### config.mk
export PLATFORM = sky130hd
export DESIGN_NAME = enigma_core
export DESIGN_NICKNAME = d
export VERILOG_FILES = /design/src/rtl/enigma_pkg.sv /design/src/rtl/enigma_rotor_stage.sv /design/src/rtl/enigma_core.sv
export SDC_FILE = /design/constraint.sdc
export NUM_CORES = 1
export LEC_CHECK = 0
export CORE_MARGIN = 2
export CORE_UTILIZATION = 50
export DETAILED_ROUTE_END_ITERATION = 12
export MAX_ROUTING_LAYER = met4
export PLACE_DENSITY = 0.74
export SYNTH_ARGS = -nofsm -noshare
export SYNTH_HDL_FRONTEND = slang
export SYNTH_HIERARCHICAL = 1
export SYNTH_SLANG_ARGS = --single-unit
### constraint.sdc
create_clock -name clk_in -period 9.1 [get_ports clk_in]
set_clock_uncertainty 0.05 [all_clocks]
set_input_delay 2.73 -clock clk_in [delete_from_list [all_inputs] [get_ports clk_in]]
set_output_delay 2.73 -clock clk_in [all_outputs]
set_load 0.005 [all_outputs]
### src/rtl/enigma_pkg.sv
// Shared types, wiring tables, notch letters and mod-26 helpers for the enigma cipher core.
package enigma_pkg;

  typedef logic [4:0] letter_t;  // 1=A .. 26=Z, 0 = none
  typedef logic [4:0] idx_t;     // 0..25

  typedef enum logic [1:0] {ROT_I, ROT_II, ROT_III, ROT_REF} rotor_sel_t;
  typedef enum logic [1:0] {IDLE, STEP, ENC, DONE} state_t;

  localparam idx_t WIRE_I_FWD [26] = '{
    5'd4, 5'd10, 5'd12, 5'd5, 5'd11, 5'd6, 5'd3, 5'd16, 5'd21, 5'd25, 5'd13, 5'd19, 5'd14,
    5'd22, 5'd24, 5'd7, 5'd23, 5'd20, 5'd18, 5'd15, 5'd0, 5'd8, 5'd1, 5'd17, 5'd2, 5'd9};
  localparam idx_t WIRE_I_INV [26] = '{
    5'd20, 5'd22, 5'd24, 5'd6, 5'd0, 5'd3, 5'd5, 5'd15, 5'd21, 5'd25, 5'd1, 5'd4, 5'd2,
    5'd10, 5'd12, 5'd19, 5'd7, 5'd23, 5'd18, 5'd11, 5'd17, 5'd8, 5'd13, 5'd16, 5'd14, 5'd9};
  localparam idx_t WIRE_II_FWD [26] = '{
    5'd0, 5'd9, 5'd3, 5'd10, 5'd18, 5'd8, 5'd17, 5'd20, 5'd23, 5'd1, 5'd11, 5'd7, 5'd22,
    5'd19, 5'd12, 5'd2, 5'd16, 5'd6, 5'd25, 5'd13, 5'd15, 5'd24, 5'd5, 5'd21, 5'd14, 5'd4};
  localparam idx_t WIRE_II_INV [26] = '{
    5'd0, 5'd9, 5'd15, 5'd2, 5'd25, 5'd22, 5'd17, 5'd11, 5'd5, 5'd1, 5'd3, 5'd10, 5'd14,
    5'd19, 5'd24, 5'd20, 5'd16, 5'd6, 5'd4, 5'd13, 5'd7, 5'd23, 5'd12, 5'd8, 5'd21, 5'd18};
  localparam idx_t WIRE_III_FWD [26] = '{
    5'd1, 5'd3, 5'd5, 5'd7, 5'd9, 5'd11, 5'd2, 5'd15, 5'd17, 5'd19, 5'd23, 5'd21, 5'd25,
    5'd13, 5'd24, 5'd4, 5'd8, 5'd22, 5'd6, 5'd0, 5'd10, 5'd12, 5'd20, 5'd18, 5'd16, 5'd14};
  localparam idx_t WIRE_III_INV [26] = '{
    5'd19, 5'd0, 5'd6, 5'd1, 5'd15, 5'd2, 5'd18, 5'd3, 5'd16, 5'd4, 5'd20, 5'd5, 5'd21,
    5'd13, 5'd25, 5'd7, 5'd24, 5'd8, 5'd23, 5'd9, 5'd22, 5'd11, 5'd17, 5'd10, 5'd14, 5'd12};
  localparam idx_t WIRE_REF_B [26] = '{
    5'd24, 5'd17, 5'd20, 5'd7, 5'd16, 5'd18, 5'd11, 5'd3, 5'd15, 5'd23, 5'd13, 5'd6, 5'd14,
    5'd10, 5'd12, 5'd8, 5'd4, 5'd1, 5'd5, 5'd25, 5'd2, 5'd22, 5'd21, 5'd9, 5'd0, 5'd19};

  localparam letter_t NOTCH_I   = 5'd17;  // Q
  localparam letter_t NOTCH_II  = 5'd5;   // E
  localparam letter_t NOTCH_III = 5'd22;  // V

  function automatic idx_t add26(input idx_t a, input idx_t b);
    logic [5:0] s;
    s = {1'b0, a} + {1'b0, b};
    if (s >= 6'd26) s = s - 6'd26;
    return s[4:0];
  endfunction

  function automatic idx_t sub26(input idx_t a, input idx_t b);
    logic [5:0] d;
    if (a >= b) d = {1'b0, a} - {1'b0, b};
    else        d = {1'b0, a} + 6'd26 - {1'b0, b};
    return d[4:0];
  endfunction

  function automatic logic letter_ok(input letter_t l);
    return (l != 5'd0) && (l <= 5'd26);
  endfunction

  function automatic letter_t letter_inc(input letter_t l);
    return (l == 5'd26) ? 5'd1 : l + 5'd1;
  endfunction

endpackage

### src/rtl/enigma_rotor_stage.sv
// One combinational substitution through a rotor (either direction) or the reflector.
module enigma_rotor_stage
  import enigma_pkg::*;
(
  input  logic [4:0] i_x,
  input  logic [4:0] i_window,
  input  logic [4:0] i_ring,
  input  logic [1:0] i_sel,
  input  logic       i_inv,
  output logic [4:0] o_y
);

  rotor_sel_t w_sel;
  idx_t       w_s;
  idx_t       w_a;
  idx_t       w_w;

  assign w_sel = rotor_sel_t'(i_sel);

  always_comb begin
    // The reflector does not rotate, so its offset is fixed at zero.
    w_s = (w_sel == ROT_REF) ? '0 : sub26(i_window - 5'd1, i_ring - 5'd1);
    w_a = add26(i_x, w_s);
    w_w = '0;
    case (w_sel)
      ROT_I:   w_w = i_inv ? WIRE_I_INV[w_a]   : WIRE_I_FWD[w_a];
      ROT_II:  w_w = i_inv ? WIRE_II_INV[w_a]  : WIRE_II_FWD[w_a];
      ROT_III: w_w = i_inv ? WIRE_III_INV[w_a] : WIRE_III_FWD[w_a];
      default: w_w = WIRE_REF_B[w_a];
    endcase
    o_y = sub26(w_w, w_s);
  end

endmodule

### src/rtl/enigma_core.sv
// Enigma I cipher engine (rotors I-II-III, reflector B): one keypress, step, 7-stage encode.
module enigma_core
  import enigma_pkg::*;
#(
  parameter int unsigned RING_L = 1,
  parameter int unsigned RING_M = 1,
  parameter int unsigned RING_R = 1
) (
  input  logic       clk_in,
  input  logic       rst_in,
  input  logic       key_valid_in,
  input  logic [4:0] key_letter_in,
  input  logic       pos_load_in,
  input  logic [4:0] pos_l_in,
  input  logic [4:0] pos_m_in,
  input  logic [4:0] pos_r_in,
  output logic       busy_out,
  output logic       code_valid_out,
  output logic [4:0] orig_letter_out,
  output logic [4:0] code_letter_out,
  output logic [4:0] pos_l_out,
  output logic [4:0] pos_m_out,
  output logic [4:0] pos_r_out
);

  localparam letter_t RING_L_L = letter_t'(RING_L);
  localparam letter_t RING_M_L = letter_t'(RING_M);
  localparam letter_t RING_R_L = letter_t'(RING_R);

  state_t     r_state;
  logic [2:0] r_stage;
  idx_t       r_acc;
  letter_t    r_key;
  letter_t    r_pos_l, r_pos_m, r_pos_r;
  logic       r_busy, r_valid;
  letter_t    r_orig, r_code;

  letter_t    w_window, w_ring;
  rotor_sel_t w_sel;
  logic       w_inv;
  idx_t       w_y;

  // Stage order: R, M, L forward, reflector, then L, M, R inverse.
  always_comb begin
    w_window = r_pos_r;
    w_ring   = RING_R_L;
    w_sel    = ROT_III;
    w_inv    = 1'b0;
    case (r_stage)
      3'd0: begin w_window = r_pos_r; w_ring = RING_R_L; w_sel = ROT_III; w_inv = 1'b0; end
      3'd1: begin w_window = r_pos_m; w_ring = RING_M_L; w_sel = ROT_II;  w_inv = 1'b0; end
      3'd2: begin w_window = r_pos_l; w_ring = RING_L_L; w_sel = ROT_I;   w_inv = 1'b0; end
      3'd3: begin w_window = r_pos_l; w_ring = RING_L_L; w_sel = ROT_REF; w_inv = 1'b0; end
      3'd4: begin w_window = r_pos_l; w_ring = RING_L_L; w_sel = ROT_I;   w_inv = 1'b1; end
      3'd5: begin w_window = r_pos_m; w_ring = RING_M_L; w_sel = ROT_II;  w_inv = 1'b1; end
      default: begin w_window = r_pos_r; w_ring = RING_R_L; w_sel = ROT_III; w_inv = 1'b1; end
    endcase
  end

  enigma_rotor_stage u_stage (
    .i_x      (r_acc),
    .i_window (w_window),
    .i_ring   (w_ring),
    .i_sel    (w_sel),
    .i_inv    (w_inv),
    .o_y      (w_y)
  );

  always_ff @(posedge clk_in or negedge rst_in) begin
    if (!rst_in) begin
      r_state <= IDLE;
      r_stage <= '0;
      r_acc   <= '0;
      r_key   <= '0;
      r_pos_l <= 5'd1;
      r_pos_m <= 5'd1;
      r_pos_r <= 5'd1;
      r_busy  <= 1'b0;
      r_valid <= 1'b0;
      r_orig  <= '0;
      r_code  <= '0;
    end else begin
      r_valid <= 1'b0;
      case (r_state)
        IDLE: begin
          if (pos_load_in) begin
            if (letter_ok(pos_l_in) && letter_ok(pos_m_in) && letter_ok(pos_r_in)) begin
              r_pos_l <= pos_l_in;
              r_pos_m <= pos_m_in;
              r_pos_r <= pos_r_in;
            end
          end else if (key_valid_in && letter_ok(key_letter_in)) begin
            r_key   <= key_letter_in;
            r_busy  <= 1'b1;
            r_state <= STEP;
          end
        end
        STEP: begin
          // Double step: notch tests use the positions before this edge.
          r_pos_r <= letter_inc(r_pos_r);
          if (r_pos_r == NOTCH_III || r_pos_m == NOTCH_II) r_pos_m <= letter_inc(r_pos_m);
          if (r_pos_m == NOTCH_II) r_pos_l <= letter_inc(r_pos_l);
          r_acc   <= r_key - 5'd1;
          r_stage <= '0;
          r_state <= ENC;
        end
        ENC: begin
          r_acc   <= w_y;
          r_stage <= r_stage + 3'd1;
          if (r_stage == 3'd6) begin
            r_code  <= w_y + 5'd1;
            r_orig  <= r_key;
            r_valid <= 1'b1;
            r_state <= DONE;
          end
        end
        DONE: begin
          r_busy  <= 1'b0;
          r_state <= IDLE;
        end
        default: r_state <= IDLE;
      endcase
    end
  end

  assign busy_out        = r_busy;
  assign code_valid_out  = r_valid;
  assign orig_letter_out = r_orig;
  assign code_letter_out = r_code;
  assign pos_l_out       = r_pos_l;
  assign pos_m_out       = r_pos_m;
  assign pos_r_out       = r_pos_r;

  logic w_unused;
  assign w_unused = ^{NOTCH_I, RING_L_L[0]};

endmodule

==> impl_metrics.py <==
metrics = {
    "run_status": {
        "outcome": "finished, final reports clean",
    },
    "worst_setup_path": {
        "critical-path-max-stage-delay_ns": 0.59,
        "r2r_slack_ns": 0.29,
        "cp-start-kind": "flop",
        "crit_path_frequent_cell": "ha_1",
        "cp.arrival_ns": 8.90,
        "path_class": "reg2reg",
        "worst-path-max-fanout": 10,
        "critPathCaptureType": "flop",
        "cp.required_ns": 9.19,
        "cpMaxStageDelayCell": "or4b_4",
    },
    "yosys": {
        "synth-seq-cells": 42,
        "synth_flop_cell": "dfrtp_1",
        "async_flop_share": 1.00,
        "synth_edf_count": 0,
        "synthCells": 705,
        "ys_warn_count": 6,
        "ys_seq_area_frac": 0.186,
        "syn-cell-area_sq_mm": 0.00568,
        "syn_area_per_cell_sq_um": 8.05,
        "synth_cell_types": 83,
    },
    "cts": {
        "numCtsBuffers": 5,
        "root_buffer": "clkbuf_16",
        "cts.sinks": 42,
        "cts_tree": "yes",
        "htree_levels": 2,
        "hold_buffers": 0,
        "cts_buffer_depth": 2,
        "clk_latency_ns": 0.29,
        "clk_pin_slew_ns": 0.06,
    },
    "floorplan": {
        "rows": 38,
        "initial_core_util": 0.519,
        "die_h_microns": 111,
        "fp.coreArea_sq_mm": 0.0109,
        "ios": 51,
        "die-area_sq_mm": 0.0122,
        "fp.dieW_microns": 111,
    },
    "timing": {
        "period_share": 0.968,
        "drv_slew": 0,
        "hold_viol": 0,
        "max_slew_margin": 0.381,
        "worst_slew_pin_slew_ns": 0.928,
        "fin_crit_ns": 8.81,
        "setup_viol_count_final": 0,
        "setup_tns_ns": 0,
        "timing.fmax_mhz": 113,
    },
    "detailed_routing": {
        "vias": 6201,
        "avgRoutedWirePerCell_microns": 21.9,
        "routed_wl_mm": 20.2,
        "firstDrtPassIters": 6,
        "drtIter0Drc": 834,
        "vias_per_cell": 6.72,
        "antenna_left": 0,
        "drc_errors": 0,
    },
    "grt": {
        "antenna_found_initial": 0,
        "grt_usage": 0.323,
        "gr-total-overflow": 0,
        "grt_max_degree": 43,
        "grt_pass1_wl_mm": 31.6,
        "grt_pass1_vias": 5910,
    },
    "finish": {
        "post-route-util": 0.648,
        "diodes": 0,
        "fin_area_sq_mm": 0.00709,
        "nets": 874,
        "drive_above_1_share": 0.220,
        "layout_common_cells": "nand2_1 (53), inv_1 (52), buf_4 (52)",
        "syn2layout_area_growth_pct": 24.9,
        "layout.cells.most_common": "nand2_1",
    },
    "placed_design": {
        "finalWeightedCongestion": 1.11,
        "dp_hpwl_mm": 14.8,
        "place_area_sq_mm": 0.00652,
        "portBuffers": 50,
    },
    "run": {
        "drv_cap": 0,
    },
    "hold_path": {
        "min_path_type": "reg2reg",
    },
}
==> Yosys cell counts, types with 5 or more instances <==
cell type | instances | area share
o211ai_1 | 7 | 0.0093
o22ai_1 | 15 | 0.017
o21ai_0 | 58 | 0.051
clkbuf_1 | 25 | 0.017
mux2_2 | 21 | 0.042
xnor2_1 | 19 | 0.029
buf_4 | 5 | 0.0066
inv_1 | 58 | 0.038
o21ai_1 | 7 | 0.0062
a21o_1 | 7 | 0.0093
nand2_1 | 53 | 0.035
a211oi_1 | 13 | 0.017
mux2i_1 | 8 | 0.014
ha_1 | 60 | 0.13
a221o_1 | 8 | 0.014
buf_2 | 12 | 0.011
nor3b_1 | 6 | 0.0079
a211o_1 | 6 | 0.0093
o31ai_1 | 5 | 0.0066
nand3_1 | 26 | 0.023
fa_1 | 7 | 0.025
nor2_1 | 29 | 0.019
dfrtp_1 | 39 | 0.17
a21oi_1 | 46 | 0.041
xor2_1 | 16 | 0.025
a31oi_1 | 15 | 0.017
nor3_1 | 15 | 0.013
==> per-layer routing <==
metal | track usage | wire length [microns] | share of wire
met5 | - | 0 | 0
met4 | 0.0717 | 577 | 0.029
met3 | 0.0878 | 2230 | 0.11
met2 | 0.482 | 8940 | 0.44
met1 | 0.440 | 8440 | 0.42
==> cell type report <==
type | count | area (sq um)
multi-input combinational | 567 | 4520
fill | 876 | 3840
sequential | 42 | 1050
timing repair buffer | 108 | 988
inverter | 59 | 221
tap | 140 | 175
clock buffer | 5 | 125
clock inverter | 2 | 10.0
==> sequential cells by signal (all words and copies together) (netlist names) <==
| signal | cells |
|---|---|
| r_stage | 3 |
| pos_l_out | 5 |
| pos_m_out | 5 |
| r_acc | 5 |
| pos_r_out | 5 |
| busy_out | 1 |
| orig_letter_out | 5 |
| r_key | 5 |
| r_state | 2 |
| code_valid_out | 1 |
| code_letter_out | 5 |
==> stage by stage <==
step | setup WS [ns] | instances | hold slack, ns
4_1_cts | 0.0160 | 913 | 0.432
3_3_place_gp | 0.0427 | 902 | 0.415
6_report | 0.287 | 923 | 0.423
3_5_place_dp | -0.401 | 902 | 0.419
5_1_grt | -0.157 | 923 | 0.463
2_1_floorplan | 0.349 | 713 | 0.423
==> worst max-delay path, delay by kind of cell (launching register included) <==
family                   cells  cell delay [ns]
buffers and inverters        7             0.64
AND/OR/NAND/NOR             10             2.04
XOR/XNOR                     3             0.52
adder cells (fa/ha/maj)      7             2.04
flip-flops                   1             0.39
AO/OA/AOI/OAI               16             2.72
multiplexers                 1             0.29
==> worst paths after layout <==
check / startpoint / endpoint / depth (start not counted)
worst min register to register: orig_letter_out[1] / orig_letter_out[1] / 2
min in group asynchronous: rst_in / pos_r_out[2] / 1
worst max register to register: r_stage[0] / code_letter_out[4] / 44
worst max-delay path: r_stage[0] / code_letter_out[4] / 44
max in group asynchronous: rst_in / code_letter_out[0] / 1
worst min-delay path: orig_letter_out[1] / orig_letter_out[1] / 2
==> cell families (layout without fill, tap and decap cells) <==
kind of cell | after synthesis | in the layout | synth area share
buffers and inverters | 104 | 174 | 0.0760
muxes | 34 | 34 | 0.0703
other | 2 | 10 | 0.00132
and+or+nand+nor | 167 | 167 | 0.150
xor gates and xnor gates | 36 | 36 | 0.0569
AOI/OAI and AO/OA | 253 | 253 | 0.303
adders and majority gates | 67 | 67 | 0.157
DFF | 42 | 42 | 0.186
==> timing repair <==
item / 4_1_cts / 5_1_grt
pin swaps: 1 / 14
resized for setup: 13 / 65
setup endpoints to repair: 8 / 8
setup buffers: 4 / 10
Power is left out: the tool's default activity adds up to more than one toggle a clock period on the data nets, which glitch-free logic cannot reach.
